**src/rtl/reg_view_ctrl.sv**
```systemverilog
// reg_view_ctrl: selects the register shown on the FPGA display and fetches its value
// through the register file's shared debug read port.
//
// The index moves on button ticks or on an auto-scan timer. A read is re-issued
// periodically so the displayed value follows the running program. A capture whose
// address no longer matches the selected index is discarded and re-read at once.
//
// Optional feature: define REG_VIEW_SKIP_ZERO_EN to skip index 0 (x0 is hardwired zero).
// The index then wraps 31 -> 1 and 1 -> 31, and resets to 1.
//
// Ports:
//   clk        in   system clock, posedge
//   rst        in   synchronous active-high reset
//   tick_r     in   one-cycle pulse, next register
//   tick_l     in   one-cycle pulse, previous register
//   auto_scan  in   level, advance index every SCAN_CYCLES
//   rd_req     out  debug read request
//   rd_addr    out  debug read address, stable while rd_req=1
//   rd_gnt     in   core grants the debug port this cycle
//   rd_data    in   read data, valid the cycle after rd_req && rd_gnt
//   data_reg   out  last captured register value
//   data_valid out  data_reg belongs to the current leds index
//   leds       out  selected register index
module reg_view_ctrl #(
    parameter int unsigned REFRESH_CYCLES = 50_000_000,
    parameter int unsigned SCAN_CYCLES    = 100_000_000
) (
    input  logic        clk,
    input  logic        rst,
    input  logic        tick_r,
    input  logic        tick_l,
    input  logic        auto_scan,
    output logic        rd_req,
    output logic [4:0]  rd_addr,
    input  logic        rd_gnt,
    input  logic [31:0] rd_data,
    output logic [31:0] data_reg,
    output logic        data_valid,
    output logic [4:0]  leds
);

    localparam int unsigned RefW  = (REFRESH_CYCLES > 1) ? $clog2(REFRESH_CYCLES) : 1;
    localparam int unsigned ScanW = (SCAN_CYCLES > 1) ? $clog2(SCAN_CYCLES) : 1;

    localparam logic [RefW-1:0]  RefLast  = RefW'(REFRESH_CYCLES - 1);
    localparam logic [ScanW-1:0] ScanLast = ScanW'(SCAN_CYCLES - 1);

`ifdef REG_VIEW_SKIP_ZERO_EN
    localparam logic [4:0] RstIdx = 5'd1;
`else
    localparam logic [4:0] RstIdx = 5'd0;
`endif

    typedef enum logic [1:0] {
        StIdle,
        StReq,
        StCap
    } state_e;

    state_e            state_q;
    logic [RefW-1:0]   refresh_cnt_q;
    logic [ScanW-1:0]  scan_cnt_q;
    logic              pending_q;

    logic       scan_expire;
    logic       refresh_wrap;
    logic       step_fwd;
    logic       step_back;
    logic       idx_change;
    logic [4:0] idx_next;
    logic [4:0] idx_prev;

    always_comb begin
        scan_expire  = auto_scan && (scan_cnt_q == ScanLast);
        refresh_wrap = (refresh_cnt_q == RefLast);
        // A scan expiry behaves like tick_r; opposing requests cancel.
        step_fwd     = (tick_r | scan_expire) & ~tick_l;
        step_back    = tick_l & ~(tick_r | scan_expire);
        idx_change   = step_fwd | step_back;
`ifdef REG_VIEW_SKIP_ZERO_EN
        idx_next     = (leds == 5'd31) ? 5'd1 : leds + 5'd1;
        idx_prev     = (leds == 5'd1) ? 5'd31 : leds - 5'd1;
`else
        idx_next     = leds + 5'd1;
        idx_prev     = leds - 5'd1;
`endif
    end

    always_ff @(posedge clk) begin
        if (rst) begin
            state_q       <= StIdle;
            leds          <= RstIdx;
            rd_addr       <= RstIdx;
            rd_req        <= 1'b0;
            data_reg      <= 32'd0;
            data_valid    <= 1'b0;
            pending_q     <= 1'b0;
            refresh_cnt_q <= '0;
            scan_cnt_q    <= '0;
        end else begin
            refresh_cnt_q <= refresh_wrap ? '0 : refresh_cnt_q + 1'b1;

            if (!auto_scan || scan_expire) begin
                scan_cnt_q <= '0;
            end else begin
                scan_cnt_q <= scan_cnt_q + 1'b1;
            end

            if (step_fwd) begin
                leds <= idx_next;
            end else if (step_back) begin
                leds <= idx_prev;
            end

            case (state_q)
                StIdle: begin
                    if (pending_q) begin
                        rd_addr   <= leds;
                        rd_req    <= 1'b1;
                        pending_q <= 1'b0;
                        state_q   <= StReq;
                    end
                end
                StReq: begin
                    // rd_addr stays frozen; the core may stall us indefinitely.
                    if (rd_gnt) begin
                        rd_req  <= 1'b0;
                        state_q <= StCap;
                    end
                end
                StCap: begin
                    data_reg <= rd_data;
                    if (rd_addr == leds) begin
                        data_valid <= 1'b1;
                    end else begin
                        // Index moved while the read was in flight: discard and re-read.
                        pending_q <= 1'b1;
                    end
                    state_q <= StIdle;
                end
                default: begin
                    rd_req  <= 1'b0;
                    state_q <= StIdle;
                end
            endcase

            // Later assignments win: an index change invalidates even a same-cycle capture,
            // and any new cause re-arms the read even if IDLE just consumed the flag.
            if (idx_change) begin
                data_valid <= 1'b0;
            end
            if (idx_change || refresh_wrap) begin
                pending_q <= 1'b1;
            end
        end
    end

endmodule
```
**config.mk**
```make
export PLATFORM = sky130hd
export DESIGN_NAME = reg_view_ctrl
export DESIGN_NICKNAME = d
export VERILOG_FILES = /design/src/rtl/reg_view_ctrl.sv
export SDC_FILE = /design/constraint.sdc
export NUM_CORES = 1
export LEC_CHECK = 0
export ABC_CLOCK_PERIOD_IN_PS = 3800
export CORE_ASPECT_RATIO = 0.9
export CORE_MARGIN = 4
export CORE_UTILIZATION = 40
export CTS_CLUSTER_SIZE = 12
export DETAILED_ROUTE_END_ITERATION = 12
export PLACE_DENSITY = 0.72
export SYNTH_ARGS = -nofsm -noshare
export SYNTH_HDL_FRONTEND = slang
export SYNTH_SLANG_ARGS = --single-unit
```
**constraint.sdc**
```tcl
create_clock -name clk -period 3.8 [get_ports clk]
set_input_delay 0.76 -clock clk [delete_from_list [all_inputs] [get_ports clk]]
set_output_delay 0.76 -clock clk [all_outputs]
set_load 0.1 [all_outputs]
```
==> results of run 1 <==
[layout make-up]
| type | count | area, um^2 | share of cell area (%) |
|---|---|---|---|
| clock buffer | 10 | 239 | 4.33 |
| clock inverter | 6 | 62.6 | 1.13 |
| inverter | 13 | 48.8 | 0.885 |
| multi-input combinational | 376 | 2180 | 39.5 |
| sequential | 100 | 2000 | 36.3 |
| tap | 129 | 161 | 2.93 |
| timing repair buffer | 84 | 826 | 15.0 |
[synthesized netlist by cell type (2+ instances only)]
master,instances,share of area [%]
sky130_fd_sc_hd__nand2_1,86,7.5
sky130_fd_sc_hd__and4_1,4,0.81
sky130_fd_sc_hd__nand4_1,15,2.2
sky130_fd_sc_hd__and3_1,10,1.4
sky130_fd_sc_hd__or3_1,13,1.9
sky130_fd_sc_hd__dfxtp_1,100,46
sky130_fd_sc_hd__xnor2_1,16,3.2
sky130_fd_sc_hd__nand2b_1,2,0.29
sky130_fd_sc_hd__nor3_1,9,1.0
sky130_fd_sc_hd__o31ai_1,18,3.1
sky130_fd_sc_hd__inv_1,13,1.1
sky130_fd_sc_hd__buf_2,4,0.46
sky130_fd_sc_hd__nor2_1,44,3.8
sky130_fd_sc_hd__ha_1,6,1.7
sky130_fd_sc_hd__mux2i_1,8,1.8
sky130_fd_sc_hd__buf_1,3,0.26
sky130_fd_sc_hd__nor2b_1,2,0.29
sky130_fd_sc_hd__nand3_1,17,2.0
sky130_fd_sc_hd__clkbuf_1,20,1.7
sky130_fd_sc_hd__nor4b_1,2,0.40
sky130_fd_sc_hd__a21o_1,3,0.52
sky130_fd_sc_hd__a21oi_1,63,7.3
sky130_fd_sc_hd__o21ai_0,12,1.4
sky130_fd_sc_hd__xor2_1,14,2.8
sky130_fd_sc_hd__nor4_1,2,0.29
sky130_fd_sc_hd__or4_1,15,2.6
[critical path: stages, from the launching register on]
cell and delay [ps]:
sky130_fd_sc_hd__dfxtp_1 370, sky130_fd_sc_hd__ha_1 230, sky130_fd_sc_hd__and3_1 280, sky130_fd_sc_hd__nand3_1 160, sky130_fd_sc_hd__nor3_1 230, sky130_fd_sc_hd__a21o_1 150
sky130_fd_sc_hd__ha_1 200, sky130_fd_sc_hd__inv_1 130, sky130_fd_sc_hd__fa_1 410, sky130_fd_sc_hd__a21o_1 190, sky130_fd_sc_hd__a21oi_1 180, sky130_fd_sc_hd__mux2i_1 230
sky130_fd_sc_hd__mux2_2 350
[through the flow]
step	std cells	cell area (um^2)	setup WS [ps]
2_1_floorplan	517	4330	850
3_3_place_gp	702	5220	707
3_5_place_dp	702	5220	593
4_1_cts	718	5520	569
5_1_grt	718	5520	339
6_report	718	5520	573
[where the power goes]
part / total [W] / switching [W] / internal (W)
sequential: 0.00112 / 0.0000403 / 0.00108
combinational: 0.000418 / 0.000280 / 0.000137
clock: 0.000915 / 0.000387 / 0.000528
[per-layer routing]
layer  vias up  share of wire, %  track usage [%]
met2        53                50             28.3
met3        12               4.2             4.80
met1      1803                44             20.6
li1       1944                 -                -
met5         -                 0                0
met4         0               1.2             4.52
[cells by family after synthesis]
family          Yosys count  synth area share [%]
xor+xnor                 30                  6.07
compound gates          102                  13.5
mux                       9                  2.11
buf+inv                  41                  3.76
flops                   100                  46.2
fa+ha+maj                 7                  2.20
simple gates            228                  26.1
[worst paths after layout]
kind            startpoint  cells after the start  slack [ps]           to
max          scan_cnt_q[0]                     12         570      leds[4]
min            data_reg[9]                      2         450  data_reg[9]
min reg2reg    data_reg[9]                      2         450  data_reg[9]
max reg2reg  scan_cnt_q[0]                     12         570      leds[4]
==> impl_metrics.ini, run 1 <==
[floorplan]
fp.coreArea_mm2 = 0.0104
floorplan.io_pins = 82
floorplan.initialDensity_pct = 41.5
die_width_um = 118
core.rowCount = 35
die_h_um = 107
dieArea_mm2 = 0.0126

[detailed_routing]
post_drt_via_cell_ratio = 5.31
post_drt_wl_per_cell_um = 14.3
detail-route-antenna-nets = 0
drt_drc_violations_left = 0
vias = 3812
drtPass1Iterations = 4
detail_route.wirelength_um = 10300
drt_iter0_drc = 233

[sta]
setup_violations = 0
worst-slew-pin-transition_ps = 1250
post-route-period-util_pct = 84.9
timing.max_slew.rel_slack_pct = 16.3
grt_setup_unrepaired = false
fin_crit_ps = 3230
final_hold_viol_count = 0
maxClockFrequency_mhz = 310
fin_hold_ws_ps = 451
finalSetupTns_ps = 0
timing.clock.skew_ps = 7.24
timing.final.max_slew_violations = 0

[synth]
synth-seq-cells = 100
ys_dominant_reg_cell = sky130_fd_sc_hd__dfxtp_1
synth_edf_count = 0
synthesis.area_mm2 = 0.00433
number_of_warnings_reported_in_the_yosys_synthesis_log = 0
async_reset_ff_share_pct = 0
synth_cell_type_count = 42
netlist_instances = 517
synth_fp_nets = 562
ys_seq_area_share_pct = 46.2
syn-mean-instance-area_um2 = 8.37

[grt]
grt_usage_pct = 16.6
globalRouteOverflowTotal = 0
first_global_vias = 3616
global_route_wire_length_before_repair_um = 17300
antenna_found_initial = 0
maximum_number_of_pins_on_one_net_before_global_route_repair = 49

[layout]
drive_above_1_share_pct = 4.75
antenna_cells_inserted = 0
largest_register_ff_count = 32
synthToLayoutAreaGrowth_pct = 27.4
fillers = 958
postLayoutCoreUtil_pct = 52.9
finalNetCount = 629
final_common_cell = sky130_fd_sc_hd__dfxtp_1
mostFrequentLayoutCells = sky130_fd_sc_hd__dfxtp_1 (100), sky130_fd_sc_hd__nand2_1 (86), sky130_fd_sc_hd__clkdlybuf4s50_1 (79), sky130_fd_sc_hd__a21oi_1 (63), sky130_fd_sc_hd__nor2_1 (43)

[worst_setup_path]
critical_path_peak_fanout = 6
critical_path.endpoint_type = register
timing_worst_setup_path_type = register to register
worstSetupStartpointType = register
worst_ep_arrival_time_ps = 3460
cp_data_required_time_ps = 4030

[clock_network]
buffer_cell_driving_the_clock_tree_root = sky130_fd_sc_hd__clkbuf_16
post_cts_buffers = 0
postCtsHoldBufs = 0
number_of_levels_in_the_clock_h_tree = 3
post_cts_resize_count = 0
worst_skew_pair.late_latency_ps = 340
clkSlewWorstSetupHoldPaths_ps = 70
cts_tree = built
tritoncts_num_sinks = 100
cts.path.max_buffers = 2
tritoncts.num_buffers = 9

[flow_run]
drv_cap = 0

[pwr]
design_power_total_w = 0.00245
power.ir.vdd_worst_mv = 0.372
power_density_mw_per_mm2 = 444
leakage_nw = 1.84

[hold_path]
min_path_type = register to register

[placement]
place_congestion = 0.836
hpwlAfterDp_um = 7300
placement.io_buffers = 81

[run_status]
outcome = finished, final reports clean
Note: power is estimated with default switching activity, not from simulation.
==> run 2, diff against run 1 <==
ABC_CLOCK_PERIOD_IN_PS = 3020   (was 3800)
clock period = 3.02 ns   (was 3.8 ns; I/O delays follow)
==> run 2 against run 1 <==
Critical path type unchanged. Die area stayed put. Fmax rose by 11%. Combinational power increased by 23%. Final cell count is 1.1% higher. Via count up 2.6%. Sequential share of layout area is 0.14 points lower. Global-route usage down 0.32 points. Critical endpoint unchanged. Critical path depth stayed put.
==> impl_metrics.ini, run 2 (synthesis gave the netlist of run 1 again) <==
[run_status]
outcome = finished, final reports clean

[placement]
dp.cells = 710
placement.io_buffers = 81
hpwlAfterDp_um = 7290
pre_cts_slack_ps = 36.5
placed_area_mm2 = 0.00517
place_congestion = 0.813

[grt]
antenna_found_initial = 0
first_global_vias = 3674
maximum_number_of_pins_on_one_net_before_global_route_repair = 39
grt_usage_pct = 16.3
global_route_wire_length_before_repair_um = 17200
globalRouteOverflowTotal = 0

[worst_setup_path]
critical_path.reg2reg.endpoint = leds[4]
critical_path.endpoint_type = register
cp_data_required_time_ps = 3250
slack_of_the_worst_reg_to_reg_path_ps = 110
timing_worst_setup_path_type = register to register
critical_path_peak_fanout = 5
worstSetupStartpointType = register
ff_to_ff_start = scan_cnt_q[0]
worst-r2r-cell-count = 12
worst_setup_path_endpoint = leds[4]
worst_setup_path_startpoint = scan_cnt_q[0]
worst_ep_arrival_time_ps = 3140

[detailed_routing]
drt_drc_violations_left = 0
vias = 3911
drtPass1Iterations = 4
drt_iter0_drc = 260
detail-route-antenna-nets = 0
post_drt_wl_per_cell_um = 14.4
detail_route.wirelength_um = 10400
post_drt_via_cell_ratio = 5.39

[pwr]
power.ir.vdd_worst_mv = 0.292
leakage_nw = 1.98
p_clk_share_pct = 40.5
internal_power_w = 0.00233
power.share.sequential_pct = 43.6
fraction_of_power_spent_switching_nets_pct = 27.9
netSwitchingPower_w = 0.000903
comb_power_share_pct = 16.0
power_density_mw_per_mm2 = 584

[sta]
post-route-period-util_pct = 96.3
setup_violations = 0
timing.max_slew.rel_slack_pct = 39.4
finalSetupTns_ps = 0
worst-slew-pin-transition_ps = 902
timing.final.max_slew_violations = 0
final_hold_viol_count = 0
maxClockFrequency_mhz = 344
final.setup.worst_slack_ps = 112
fin_crit_ps = 2910
timing.clock.skew_ps = 7.27

[floorplan]
die_width_um = 118
die_h_um = 107
dieArea_mm2 = 0.0126
core.rowCount = 35
fp.coreArea_mm2 = 0.0104
floorplan.initialDensity_pct = 41.5
floorplan.io_pins = 82

[layout]
postLayoutCoreUtil_pct = 53.1
finalNetCount = 637
final_non_filler_cell_total = 726
largest_register_ff_count = 32
antenna_cells_inserted = 0
synthToLayoutAreaGrowth_pct = 27.9
final_common_cell = sky130_fd_sc_hd__dfxtp_1
drive_above_1_share_pct = 14.2
mostFrequentLayoutCells = sky130_fd_sc_hd__dfxtp_1 (100), sky130_fd_sc_hd__nand2_1 (85), sky130_fd_sc_hd__a21oi_1 (63), sky130_fd_sc_hd__buf_4 (55), sky130_fd_sc_hd__nor2_1 (43)
finish.instance_area_mm2 = 0.00554

[clock_network]
buffer_cell_driving_the_clock_tree_root = sky130_fd_sc_hd__clkbuf_16
cts.path.max_buffers = 2
clkSlewWorstSetupHoldPaths_ps = 70
tritoncts_num_sinks = 100
worst_skew_pair.late_latency_ps = 340
cts_tree = built
tritoncts.num_buffers = 9
post_cts_buffers = 0
number_of_levels_in_the_clock_h_tree = 3

[hold_path]
min_path_type = register to register
worstHoldStart = data_reg[4]

[flow_run]
drv_cap = 0
run 2: cell types whose count changed in the layout (fill, tap and decap cells not counted), sizes merged:
cell,previous run,this run
clkinvlp,0,2
inv,14,13
clkinv,4,2
clkbuf,10,9
bufinv,1,3
buf,5,56
clkdlybuf4s50,79,36
run 2: worst min-delay path by stage:
stage | end | slack (ps) | cells past startpoint
final | data_reg[4] | 460 | 2
after global routing | data_reg[1] | 480 | 2
after CTS | data_reg[4] | 460 | 2
after detailed placement | data_reg[4] | 450 | 2
after global placement | scan_cnt_q[0] | 440 | 1
after floorplan | scan_cnt_q[0] | 430 | 1
run 2: what timing repair did:
item	CTS	global route
setup endpoints to repair	0	1
gates resized for setup	0	7
hold buffers	0	0
run 2: critical path, stage by stage, from the launching register on:
cell                      delay, ps
sky130_fd_sc_hd__dfxtp_1        360
sky130_fd_sc_hd__ha_1           180
sky130_fd_sc_hd__and3_1         200
sky130_fd_sc_hd__nand3_2        130
sky130_fd_sc_hd__nor3_2         200
sky130_fd_sc_hd__a21o_1         150
sky130_fd_sc_hd__ha_2           200
sky130_fd_sc_hd__inv_2           70
sky130_fd_sc_hd__fa_1           400
sky130_fd_sc_hd__a21o_1         190
sky130_fd_sc_hd__a21oi_1        170
sky130_fd_sc_hd__mux2i_1        210
sky130_fd_sc_hd__mux2_2         340
run 2: per-stage QoR:
step | power (W) | hold slack (ps)
after floorplan | 0.00180 | 426
after global placement | 0.00195 | 442
after detailed placement | 0.00195 | 447
after CTS | 0.00326 | 456
after global routing | 0.00335 | 477
final | 0.00323 | 455
run 2: layout make-up:
cell class / instances / area, um^2
Multi-Input combinational cell: 376 / 2210
Clock buffer: 9 / 225
Timing Repair Buffer: 92 / 778
Sequential cell: 100 / 2000
Clock inverter: 7 / 115
Inverter: 13 / 48.8
Tap cell: 129 / 161
Fill cell: 970 / 4880
run 2: power by group through the flow:
stage | Sequential [W] | Clock, W | Combinational (W)
final | 0.00141 | 0.00131 | 0.000516
after global routing | 0.00141 | 0.00139 | 0.000547
after CTS | 0.00141 | 0.00133 | 0.000518
after detailed placement | 0.00144 | 0 | 0.000516
after global placement | 0.00144 | 0 | 0.000511
after floorplan | 0.00164 | 0 | 0.000163
run 2: metal layers:
metal  up-vias  share of wire, %  track usage (%)
met5         -                 0                0
met4         0              0.68             3.77
met3         8               4.7             4.17
met2        74                50             28.6
met1      1864                44             20.1
li1       1965                 -                -
==> run 3, diff against run 2 <==
GPL_ROUTABILITY_DRIVEN = 0   (was not set)
==> results of run 3 <==
No change in the layout: final DEF, timing and power equal those of run 2.
